$ cat config.mk
export PLATFORM = sky130hd
export DESIGN_NAME = dm_store_buffer_flat
export DESIGN_NICKNAME = d
export VERILOG_FILES = /design/src/rtl/dm_store_buffer_if.sv /design/src/rtl/dm_store_buffer.sv /design/src/flat_wrapper.sv
export SDC_FILE = /design/constraint.sdc
export NUM_CORES = 1
export LEC_CHECK = 0
export CELL_PAD_IN_SITES_DETAIL_PLACEMENT = 2
export CELL_PAD_IN_SITES_GLOBAL_PLACEMENT = 2
export CORE_ASPECT_RATIO = 0.5
export CORE_MARGIN = 2
export CORE_UTILIZATION = 41
export DETAILED_ROUTE_END_ITERATION = 10
export GPL_TIMING_DRIVEN = 1
export MAX_ROUTING_LAYER = met4
export PLACE_DENSITY = 0.91
export SLEW_MARGIN = 20
export SYNTH_ARGS = -nofsm -noshare
export SYNTH_HDL_FRONTEND = slang
export SYNTH_SLANG_ARGS = --single-unit
$ cat constraint.sdc
create_clock -name clk -period 4.21 [get_ports clk]
set_input_delay 0.421 -clock clk [delete_from_list [all_inputs] [get_ports clk]]
set_output_delay 0.421 -clock clk [all_outputs]
set_load 0.05 [all_outputs]
$ cat src/rtl/dm_store_buffer_if.sv
`default_nettype none
// ============================================================================
//  Module      : dm_store_buffer_if
//  Description : Bundle of CPU-side request/response and DM-side strobe/data
//                signals for the posted-write store buffer.
//                slave  : the store buffer (takes requests, drives the DM port)
//                master : the CPU memory stage plus the data memory model
//  Revision    : 1.0  initial release
// ============================================================================
interface dm_store_buffer_if #(
    parameter int ADDR_W = 15,
    parameter int DATA_W = 32
);
    logic              cpu_DM_read;
    logic              cpu_DM_write;
    logic [ADDR_W-1:0] cpu_addr;
    logic [DATA_W-1:0] cpu_wdata;
    logic [DATA_W-1:0] cpu_rdata;
    logic              stall;
    logic              DM_read;
    logic              DM_write;
    logic [ADDR_W-1:0] DM_addr;
    logic [DATA_W-1:0] DM_in;
    logic [DATA_W-1:0] DM_out;
    logic              empty;

    modport slave (
        input  cpu_DM_read, cpu_DM_write, cpu_addr, cpu_wdata, DM_out,
        output cpu_rdata, stall, DM_read, DM_write, DM_addr, DM_in, empty
    );

    modport master (
        output cpu_DM_read, cpu_DM_write, cpu_addr, cpu_wdata, DM_out,
        input  cpu_rdata, stall, DM_read, DM_write, DM_addr, DM_in, empty
    );
endinterface
`default_nettype wire

$ cat src/rtl/dm_store_buffer.sv
`default_nettype none
// ============================================================================
//  Module      : dm_store_buffer
//  Description : Posted-write buffer between the CPU memory stage and the data
//                memory. Stores are queued in a DEPTH-entry FIFO and drained
//                when no load owns the DM port; loads go straight to DM with
//                forwarding from the youngest matching queued store.
//  Ports       : clk, rst (synchronous, active-high)
//                bus (slave): cpu_DM_read/cpu_DM_write/cpu_addr/cpu_wdata in,
//                cpu_rdata/stall out; DM_read/DM_write/DM_addr/DM_in out,
//                DM_out in; empty out.
//  Revision    : 1.0  initial release
// ============================================================================
module dm_store_buffer #(
    parameter int ADDR_W = 15,
    parameter int DATA_W = 32,
    parameter int DEPTH  = 4
) (
    input  wire logic          clk,
    input  wire logic          rst,
    dm_store_buffer_if.slave   bus
);
    localparam int PTR_W = $clog2(DEPTH);
    localparam int CNT_W = $clog2(DEPTH + 1);

    logic [ADDR_W-1:0] entry_addr [DEPTH];
    logic [DATA_W-1:0] entry_data [DEPTH];
    logic [PTR_W-1:0]  head;
    logic [PTR_W-1:0]  tail;
    logic [CNT_W-1:0]  count;
    logic              fwd_hit;
    logic [DATA_W-1:0] fwd_data;
    logic              load_pending;  // previous cycle accepted a load
    logic [DATA_W-1:0] rdata_hold;    // last load result, held between loads

    logic              full;
    logic              both_req;
    logic              load_acc;
    logic              store_acc;
    logic              drain;
    logic              match_hit;
    logic [DATA_W-1:0] match_data;
    logic [DATA_W-1:0] rdata_now;

    assign full      = (count == CNT_W'(DEPTH));
    assign both_req  = bus.cpu_DM_read && bus.cpu_DM_write;
    assign load_acc  = !rst && bus.cpu_DM_read  && !bus.cpu_DM_write && !full;
    assign store_acc = !rst && bus.cpu_DM_write && !bus.cpu_DM_read  && !full;
    // The drain takes the port whenever an accepted load does not; when the
    // buffer is full it wins unconditionally (the load is stalled instead).
    assign drain     = !rst && (count != '0) && (full || !load_acc);

    assign bus.stall    = !rst && (both_req ||
                          ((bus.cpu_DM_read || bus.cpu_DM_write) && full));
    assign bus.DM_read  = load_acc;
    assign bus.DM_write = drain;
    assign bus.DM_addr  = load_acc ? bus.cpu_addr :
                          drain    ? entry_addr[head] : '0;
    assign bus.DM_in    = drain    ? entry_data[head] : '0;
    assign bus.empty    = rst || (count == '0);

    // Load data: in the cycle after acceptance pick forward vs DM, afterwards
    // replay the captured value until the next load completes.
    assign rdata_now     = load_pending ? (fwd_hit ? fwd_data : bus.DM_out)
                                        : rdata_hold;
    assign bus.cpu_rdata = rst ? '0 : rdata_now;

    // Walk valid entries oldest to youngest so the last match wins.
    always_comb begin
        match_hit  = 1'b0;
        match_data = '0;
        for (int i = 0; i < DEPTH; i++) begin
            if ((CNT_W'(i) < count) &&
                (entry_addr[head + PTR_W'(i)] == bus.cpu_addr)) begin
                match_hit  = 1'b1;
                match_data = entry_data[head + PTR_W'(i)];
            end
        end
    end

    // Entry storage needs no reset: only entries inside [head, head+count)
    // are ever observed.
    always_ff @(posedge clk) begin
        if (store_acc) begin
            entry_addr[tail] <= bus.cpu_addr;
            entry_data[tail] <= bus.cpu_wdata;
        end
    end

    always_ff @(posedge clk) begin
        if (rst) begin
            head         <= '0;
            tail         <= '0;
            count        <= '0;
            fwd_hit      <= 1'b0;
            fwd_data     <= '0;
            load_pending <= 1'b0;
            rdata_hold   <= '0;
        end else begin
            if (store_acc) begin
                tail <= tail + PTR_W'(1);
            end
            if (drain) begin
                head <= head + PTR_W'(1);
            end
            count        <= count + CNT_W'(store_acc) - CNT_W'(drain);
            load_pending <= load_acc;
            if (load_acc) begin
                fwd_hit <= match_hit;
                if (match_hit) begin
                    fwd_data <= match_data;
                end
            end
            if (load_pending) begin
                rdata_hold <= rdata_now;
            end
        end
    end
endmodule
`default_nettype wire

$ cat src/flat_wrapper.sv
// flat-port wrapper written by rule: the top's interface ports become plain ports
module dm_store_buffer_flat 
#(
    parameter int ADDR_W = 15,
    parameter int DATA_W = 32,
    parameter int DEPTH  = 4
)
  (clk, rst, bus_cpu_DM_read, bus_cpu_DM_write, bus_cpu_addr, bus_cpu_wdata, bus_DM_out, bus_cpu_rdata, bus_stall, bus_DM_read, bus_DM_write, bus_DM_addr, bus_DM_in, bus_empty);
  dm_store_buffer_if #(.ADDR_W(ADDR_W), .DATA_W(DATA_W)) bus_i ();
  input  wire logic clk;
  input  wire logic rst;
  input wire logic [$bits(bus_i.cpu_DM_read)-1:0] bus_cpu_DM_read;
  input wire logic [$bits(bus_i.cpu_DM_write)-1:0] bus_cpu_DM_write;
  input wire logic [$bits(bus_i.cpu_addr)-1:0] bus_cpu_addr;
  input wire logic [$bits(bus_i.cpu_wdata)-1:0] bus_cpu_wdata;
  input wire logic [$bits(bus_i.DM_out)-1:0] bus_DM_out;
  output wire logic [$bits(bus_i.cpu_rdata)-1:0] bus_cpu_rdata;
  output wire logic [$bits(bus_i.stall)-1:0] bus_stall;
  output wire logic [$bits(bus_i.DM_read)-1:0] bus_DM_read;
  output wire logic [$bits(bus_i.DM_write)-1:0] bus_DM_write;
  output wire logic [$bits(bus_i.DM_addr)-1:0] bus_DM_addr;
  output wire logic [$bits(bus_i.DM_in)-1:0] bus_DM_in;
  output wire logic [$bits(bus_i.empty)-1:0] bus_empty;
  assign bus_i.cpu_DM_read = bus_cpu_DM_read;
  assign bus_i.cpu_DM_write = bus_cpu_DM_write;
  assign bus_i.cpu_addr = bus_cpu_addr;
  assign bus_i.cpu_wdata = bus_cpu_wdata;
  assign bus_i.DM_out = bus_DM_out;
  assign bus_cpu_rdata = bus_i.cpu_rdata;
  assign bus_stall = bus_i.stall;
  assign bus_DM_read = bus_i.DM_read;
  assign bus_DM_write = bus_i.DM_write;
  assign bus_DM_addr = bus_i.DM_addr;
  assign bus_DM_in = bus_i.DM_in;
  assign bus_empty = bus_i.empty;
  dm_store_buffer #(.ADDR_W(ADDR_W), .DATA_W(DATA_W), .DEPTH(DEPTH)) u_core (.clk(clk), .rst(rst), .bus(bus_i));
endmodule
==> impl_metrics.csv, run 1 <==
group,metric,value,unit
status,status,"finished with violations",
status,violations,"negative setup slack",
yosys,synth_xor_area_frac,0.0335,
yosys,syn_area_per_cell,13.4,sq um
critical_path,crit_buf_inv,1,
power_and_ir_drop,p_sw,3.70,mW
yosys,yosys.area_share.simple,0.0964,
critical_path,end_kind,"register",
sta,max_freq,0.225,GHz
power_and_ir_drop,power.internal,5.79,mW
power_and_ir_drop,irDropWorstVdd,0.264,mV
yosys,ys_warn_count,0,
detailed_routing,num_vias,13600,
floorplan,fp.dieArea,40600,sq um
detailed_routing,first_iter_violations,2129,
detailed_routing,drc,0,
power_and_ir_drop,power.density,500,nW/um^2
clocking,numCtsBuffers,27,
floorplan,rows,51,
placement,place.gp.congestion,0.897,
flow_run,cap_viol_max_count,0,
critical_path,crit_required,4610,ps
finish,finalInstanceArea,19000,sq um
finish,final_nets,1398,
power_and_ir_drop,total_power,9.48,mW
sta,setup_ws,-228,ps
sta,min_period,4440,ps
yosys,syn_area,16000,sq um
yosys,synth_top_area_frac,0.354,
sta,layout_worst_path_cycle_share,1.05,
clocking,clk_pin_slew,80,ps
yosys,ys_top_cells_by_area,"edfxtp_1 (35%), mux4_2 (23%), dfxtp_1 (9.4%), mux2i_1 (5.0%), a211oi_1 (4.6%)",
global_routing,grt_pass1_wl,98.5,mm
yosys,synthMuxAreaShare,0.282,
clocking,cts.sinks,263,
floorplan,start_util,0.413,
power_and_ir_drop,p_seq_frac,0.326,
floorplan,core_area,38600,sq um
yosys,synth.distinct_cells,59,
clocking,root_buffer,"clkbuf_16",
critical_path,critPathLaunchType,"register",
sta,setup_viol,11,
yosys,synth-compound-area-share,0.0939,
detailed_routing,antenna_left,0,
yosys,synth-edff-count,188,
sta,slew_viol_final,0,
yosys,synthAdderAreaFrac,0.00753,
critical_path,arrival,4830,ps
sta,fin_skew,28.0,ps
global_routing,track_usage,0.335,
sta,tns,-744,ps
hold_path,min-delay-path-class,"in2reg",
placement,hpwlAfterDp,38.6,mm
power_and_ir_drop,leakagePower,5.86,nW
critical_path,max_stage_delay,760,ps
clocking,htree_levels,1,
global_routing,grt_pass1_vias,13600,
sta,hold_violations,0,
sta,whs,123,ps
yosys,synth_seq_area_share,0.448,
clocking,cts_tree,"built",
power_and_ir_drop,comb_power_share,0.409,
yosys,yosysTopAreaCell,"edfxtp_1",
critical_path,critical_path.top_delay_family,"compound AO/OA/AOI/OAI gates",
finish,area_delta_synth_final,19.0,%
detailed_routing,routed_wl,73.6,mm
finish,drive_above_1_share,0.215,
critical_path,crit_type,"reg2reg",
yosys,synth_top_family_by_area,"multiplexers",
yosys,synth_nets,1287,
clocking,cts_buffer_depth,3,
critical_path,slowest_stage,"dfxtp_4",
global_routing,grt_max_degree,79,
global_routing,grt_overflow_total,0,
detailed_routing,drt-vias-per-instance,7.27,
critical_path,reg2reg_slack,-230,ps
sta,worst_pin_slew,1110,ps
floorplan,pin_count,166,
yosys,async_flop_share,0,
finish,postLayoutCoreUtil,0.492,
power_and_ir_drop,switching_share,0.390,
critical_path,crit_chain,"mux4_2, xnor2_1, nand4_1, nor4_1, o211ai_1, nor2b_2, buf_12, a211oi_1, o41ai_1",
yosys,synthFlopType,"edfxtp_1",
detailed_routing,avgRoutedWirePerCell,39.5,um
detailed_routing,drt_pass1_iterations,5,
power_and_ir_drop,pwr-share-clk,0.265,
global_routing,antenna_found_initial,6,
placement,placed_area,18100,sq um
floorplan,die_x,283,um
floorplan,fp.dieH,144,um
yosys,synth_seq_cells,263,
placement,portBuffers,165,
clocking,clock_latency,580,ps
sta,maxSlewHeadroom,0.261,
yosys,synth_cells,1195,
critical_path,crit_fanout,32,
registers in the layout, indices dropped and copies added, names as in the netlist, named ones only:
register             cells
u_core.fwd_hit           1
u_core.tail              2
u_core.count             3
u_core.entry_data      128
u_core.rdata_hold       32
u_core.head              2
u_core.fwd_data         32
u_core.load_pending      1
u_core.entry_addr       60
layout by cell type, fill, tap and decap left out, drive strengths merged, types with 13 or more instances in the layout:
cell type / n
nor2b: 36
nand3b: 34
xor2: 25
dfxtp: 75
nor2: 71
xnor2: 36
clkinv: 13
nand2: 36
o41ai: 27
nor3: 34
mux4: 160
edfxtp: 188
clkdlybuf4s50: 163
a211oi: 97
mux2i: 82
clkbuf: 31
and3: 32
buf: 46
nand3: 20
path summary, 6_finish.rpt:
check,depth (start not counted),startpoint,end
worst min-delay path,2,rst,u_core.count[1]
worst min register to register,2,u_core.rdata_hold[26],u_core.rdata_hold[26]
worst max-delay path,9,register,u_core.fwd_data[12]
worst max register to register,9,register,u_core.fwd_data[12]
synthesized netlist by cell type (15+ instances only):
| master | count |
|---|---|
| xor2_1 | 25 |
| buf_1 | 18 |
| nor2_1 | 71 |
| and3_1 | 32 |
| buf_2 | 26 |
| edfxtp_1 | 188 |
| nand2_1 | 36 |
| clkbuf_1 | 73 |
| xnor2_1 | 36 |
| nand3b_1 | 34 |
| o41ai_1 | 15 |
| dfxtp_1 | 75 |
| nor3_1 | 34 |
| a211oi_1 | 97 |
| mux4_2 | 160 |
| mux2i_1 | 79 |
| nor2b_1 | 36 |
| nand3_1 | 20 |
cells by family (layout without fill, tap and decap cells):
family	count (synthesis)	in the layout
multiplexers	246	246
other	0	8
flip-flops	263	263
adder cells (fa/ha/maj)	9	9
buffers and inverters	140	271
AO/OA/AOI/OAI	185	185
XOR/XNOR	61	61
AND/OR/NAND/NOR	291	291
power groups by stage:
stage                     clock [mW]  sequential (mW)  combinational (mW)
after floorplan                    0             2.95                2.69
after global placement             0             3.14                3.32
after detailed placement           0             3.16                3.50
after CTS                       2.46             3.10                3.71
after global routing            2.59             3.10                3.99
final                           2.52             3.09                3.88
metrics by stage:
stage,std cells,worst slack [ps]
finish,1864,-228
global route,1863,-224
CTS,1855,49.6
detailed placement,1805,243
global placement,1805,634
floorplan,1195,1020
area by class of cell:
class,count,area [sq um]
diodes,8,20.0
clock buffers,31,691
clock inverters,18,141
fillers,3566,19600
inverters,13,48.8
multi-input cells,792,8220
flip-flops and latches,263,7160
well taps,530,663
repair buffers,209,2040
per-layer routing:
| layer | global-route usage | part of all wire | up-vias |
|---|---|---|---|
| met2 | 0.559 | 0.48 | 1168 |
| li1 | - | - | 5043 |
| met4 | 0.153 | 0.065 | 0 |
| met5 | - | 0 | - |
| met3 | 0.0597 | 0.099 | 362 |
| met1 | 0.401 | 0.36 | 6986 |
timing repair:
item / 4_1_cts / 5_1_grt
gates cloned: 0 / 0
endpoints found under the setup margin: 12 / 26
resized for setup: 0 / 2
hold buffers: 0 / 0
buffers inserted: 1 / 1
Power figures use the tool's default switching activity.
==> inputs of run 2 (changes only) <==
==> constraint.sdc (replaced) <==
create_clock -name clk -period 4.75 [get_ports clk]
set_input_delay 0.475 -clock clk [delete_from_list [all_inputs] [get_ports clk]]
set_output_delay 0.475 -clock clk [all_outputs]
set_load 0.05 [all_outputs]
==> run 2 against run 1 <==
  * The flow now finishes without violations
  * Combinational power is 14% lower
  * Die area stayed put
  * Final cell count is 1.4% lower
  * Worst setup slack better by 370 ps
  * Largest power group unchanged
  * Highest routed layer unchanged
  * Critical path depth stayed put
  * First-iteration DRC count is 21% lower
  * Fmax is 3.6% lower
  * Clock power is 8.3% lower
  * Wire length is 6.5% lower
  * Sequential power is 13% lower
  * Worst hold slack better by 85 ps
==> impl_metrics.csv, run 2 (same netlist as run 1, synthesis figures left out) <==
group,metric,value,unit
sta,maxSlewHeadroom,0.267,
clocking,root_buffer,"clkbuf_16",
floorplan,rows,51,
sta,slew_viol_final,0,
critical_path,crit_required,5160,ps
finish,largest_reg_flops,128,
sta,layout_worst_path_cycle_share,0.969,
critical_path,crit_fanout,65,
global_routing,grt_overflow_total,0,
clocking,htree_levels,1,
clocking,cts_buffer_depth,3,
finish,postLayoutCoreUtil,0.488,
finish,finalInstanceArea,18800,sq um
power_and_ir_drop,leakagePower,5.76,nW
finish,drive_above_1_share,0.203,
critical_path,crit_type,"reg2reg",
floorplan,pin_count,166,
detailed_routing,antenna_left,0,
clocking,numCtsBuffers,26,
clocking,cts_resized,0,
placement,hpwlAfterDp,37.5,mm
critical_path,critPathLaunchType,"register",
floorplan,fp.dieArea,40600,sq um
finish,final_common_cell,"edfxtp_1",
detailed_routing,num_vias,13000,
global_routing,grt_pass1_wl,96.7,mm
sta,worst_pin_slew,1100,ps
detailed_routing,avgRoutedWirePerCell,37.4,um
global_routing,track_usage,0.329,
clocking,cts_tree,"built",
clocking,cts_hold_buf,0,
clocking,clk_pin_slew,80,ps
placement,portBuffers,165,
detailed_routing,drt_pass1_iterations,5,
clocking,clock_latency,580,ps
placement,dp_slack,530,ps
finish,final_nets,1373,
hold_path,min-delay-path-class,"in2reg",
floorplan,start_util,0.413,
sta,fin_skew,23.0,ps
placement,place.gp.congestion,0.867,
detailed_routing,drc,0,
sta,setup_ws,147,ps
status,status,"completed",
global_routing,grt_pass1_vias,13300,
finish,top_register,"u_core.entry_data",
placement,placed_area,17900,sq um
detailed_routing,drt-vias-per-instance,7.08,
global_routing,grt_max_degree,98,
floorplan,die_x,283,um
floorplan,core_area,38600,sq um
sta,max_freq,0.217,GHz
sta,min_period,4600,ps
finish,area_delta_synth_final,18.0,%
clocking,post_cts_buffers,0,
critical_path,arrival,5010,ps
floorplan,fp.dieH,144,um
sta,tns,0,ps
global_routing,antenna_found_initial,5,
flow_run,cap_viol_max_count,0,
power_and_ir_drop,irDropWorstVdd,0.232,mV
finish,final_cell_mix,"edfxtp_1 (188), clkdlybuf4s50_1 (164), mux4_2 (160)",
detailed_routing,first_iter_violations,1682,
power_and_ir_drop,total_power,8.35,mW
critical_path,end_kind,"register",
sta,rsz0062_at_grt,"no",
clocking,cts.sinks,263,
detailed_routing,routed_wl,68.8,mm
finish,top_regs,"u_core.entry_data x128, u_core.entry_addr x60",
sta,hold_violations,0,
power_and_ir_drop,power.density,444,nW/um^2
sta,setup_viol,0,
[run 2: changes by cell type in the layout (fill, tap and decap cells not counted), moves of 2 or more]
cell | previous run | this run
buf_4 | 40 | 17
clkbuf_8 | 0 | 4
and2_2 | 4 | 0
and2_4 | 0 | 4
clkinvlp_4 | 4 | 2
clkinv_1 | 8 | 3
[run 2: stage by stage]
stage	instances	hold WS, ps
after detailed placement	1783	491
after CTS	1831	211
after global placement	1783	472
after global routing	1836	196
final	1838	208
after floorplan	1195	454
[run 2: area by class of cell]
class | instances | area, sq um
clock inverters | 12 | 116
flip-flops and latches | 263 | 7160
diodes | 7 | 17.5
clock buffers | 36 | 774
inverters | 13 | 48.8
multi-input cells | 792 | 8220
repair buffers | 185 | 1830
fillers | 3597 | 19800
well taps | 530 | 663
[run 2: worst max-delay path, cell delays in order (launching register included)]
cell,delay [ps]
dfxtp_4,450
buf_4,460
mux2i_1,520
o22ai_1,180
a2111oi_2,490
o22ai_1,150
or4b_1,690
a41o_2,320
buf_4,370
o41ai_1,750
[run 2: path summary, 6_finish.rpt]
| kind | depth (start not counted) | from | slack [ps] | endpoint |
|---|---|---|---|---|
| min | 2 | rst | 210 | u_core.count[1] |
| min reg2reg | 2 | u_core.rdata_hold[11] | 520 | u_core.rdata_hold[11] |
| max | 9 | u_core.head[0] | 150 | u_core.fwd_data[12] |
| max reg2reg | 9 | u_core.head[0] | 150 | u_core.fwd_data[12] |
[run 2: power breakdown]
part	leakage [nW]	switching (mW)	internal [mW]	total, mW
Combinational	3.02	1.95	1.40	3.35
Clock	0.437	1.06	1.25	2.31
Sequential	2.31	0.157	2.54	2.70
Total	5.76	3.16	5.19	8.35
[run 2: layer usage]
metal  GRT usage  up-vias  wire (um)
met5           -        -          0
met1       0.408     6824      25700
met3      0.0506      213       5930
met2       0.549     1005      33900
met4       0.129        0       3220
li1            -     4979          -
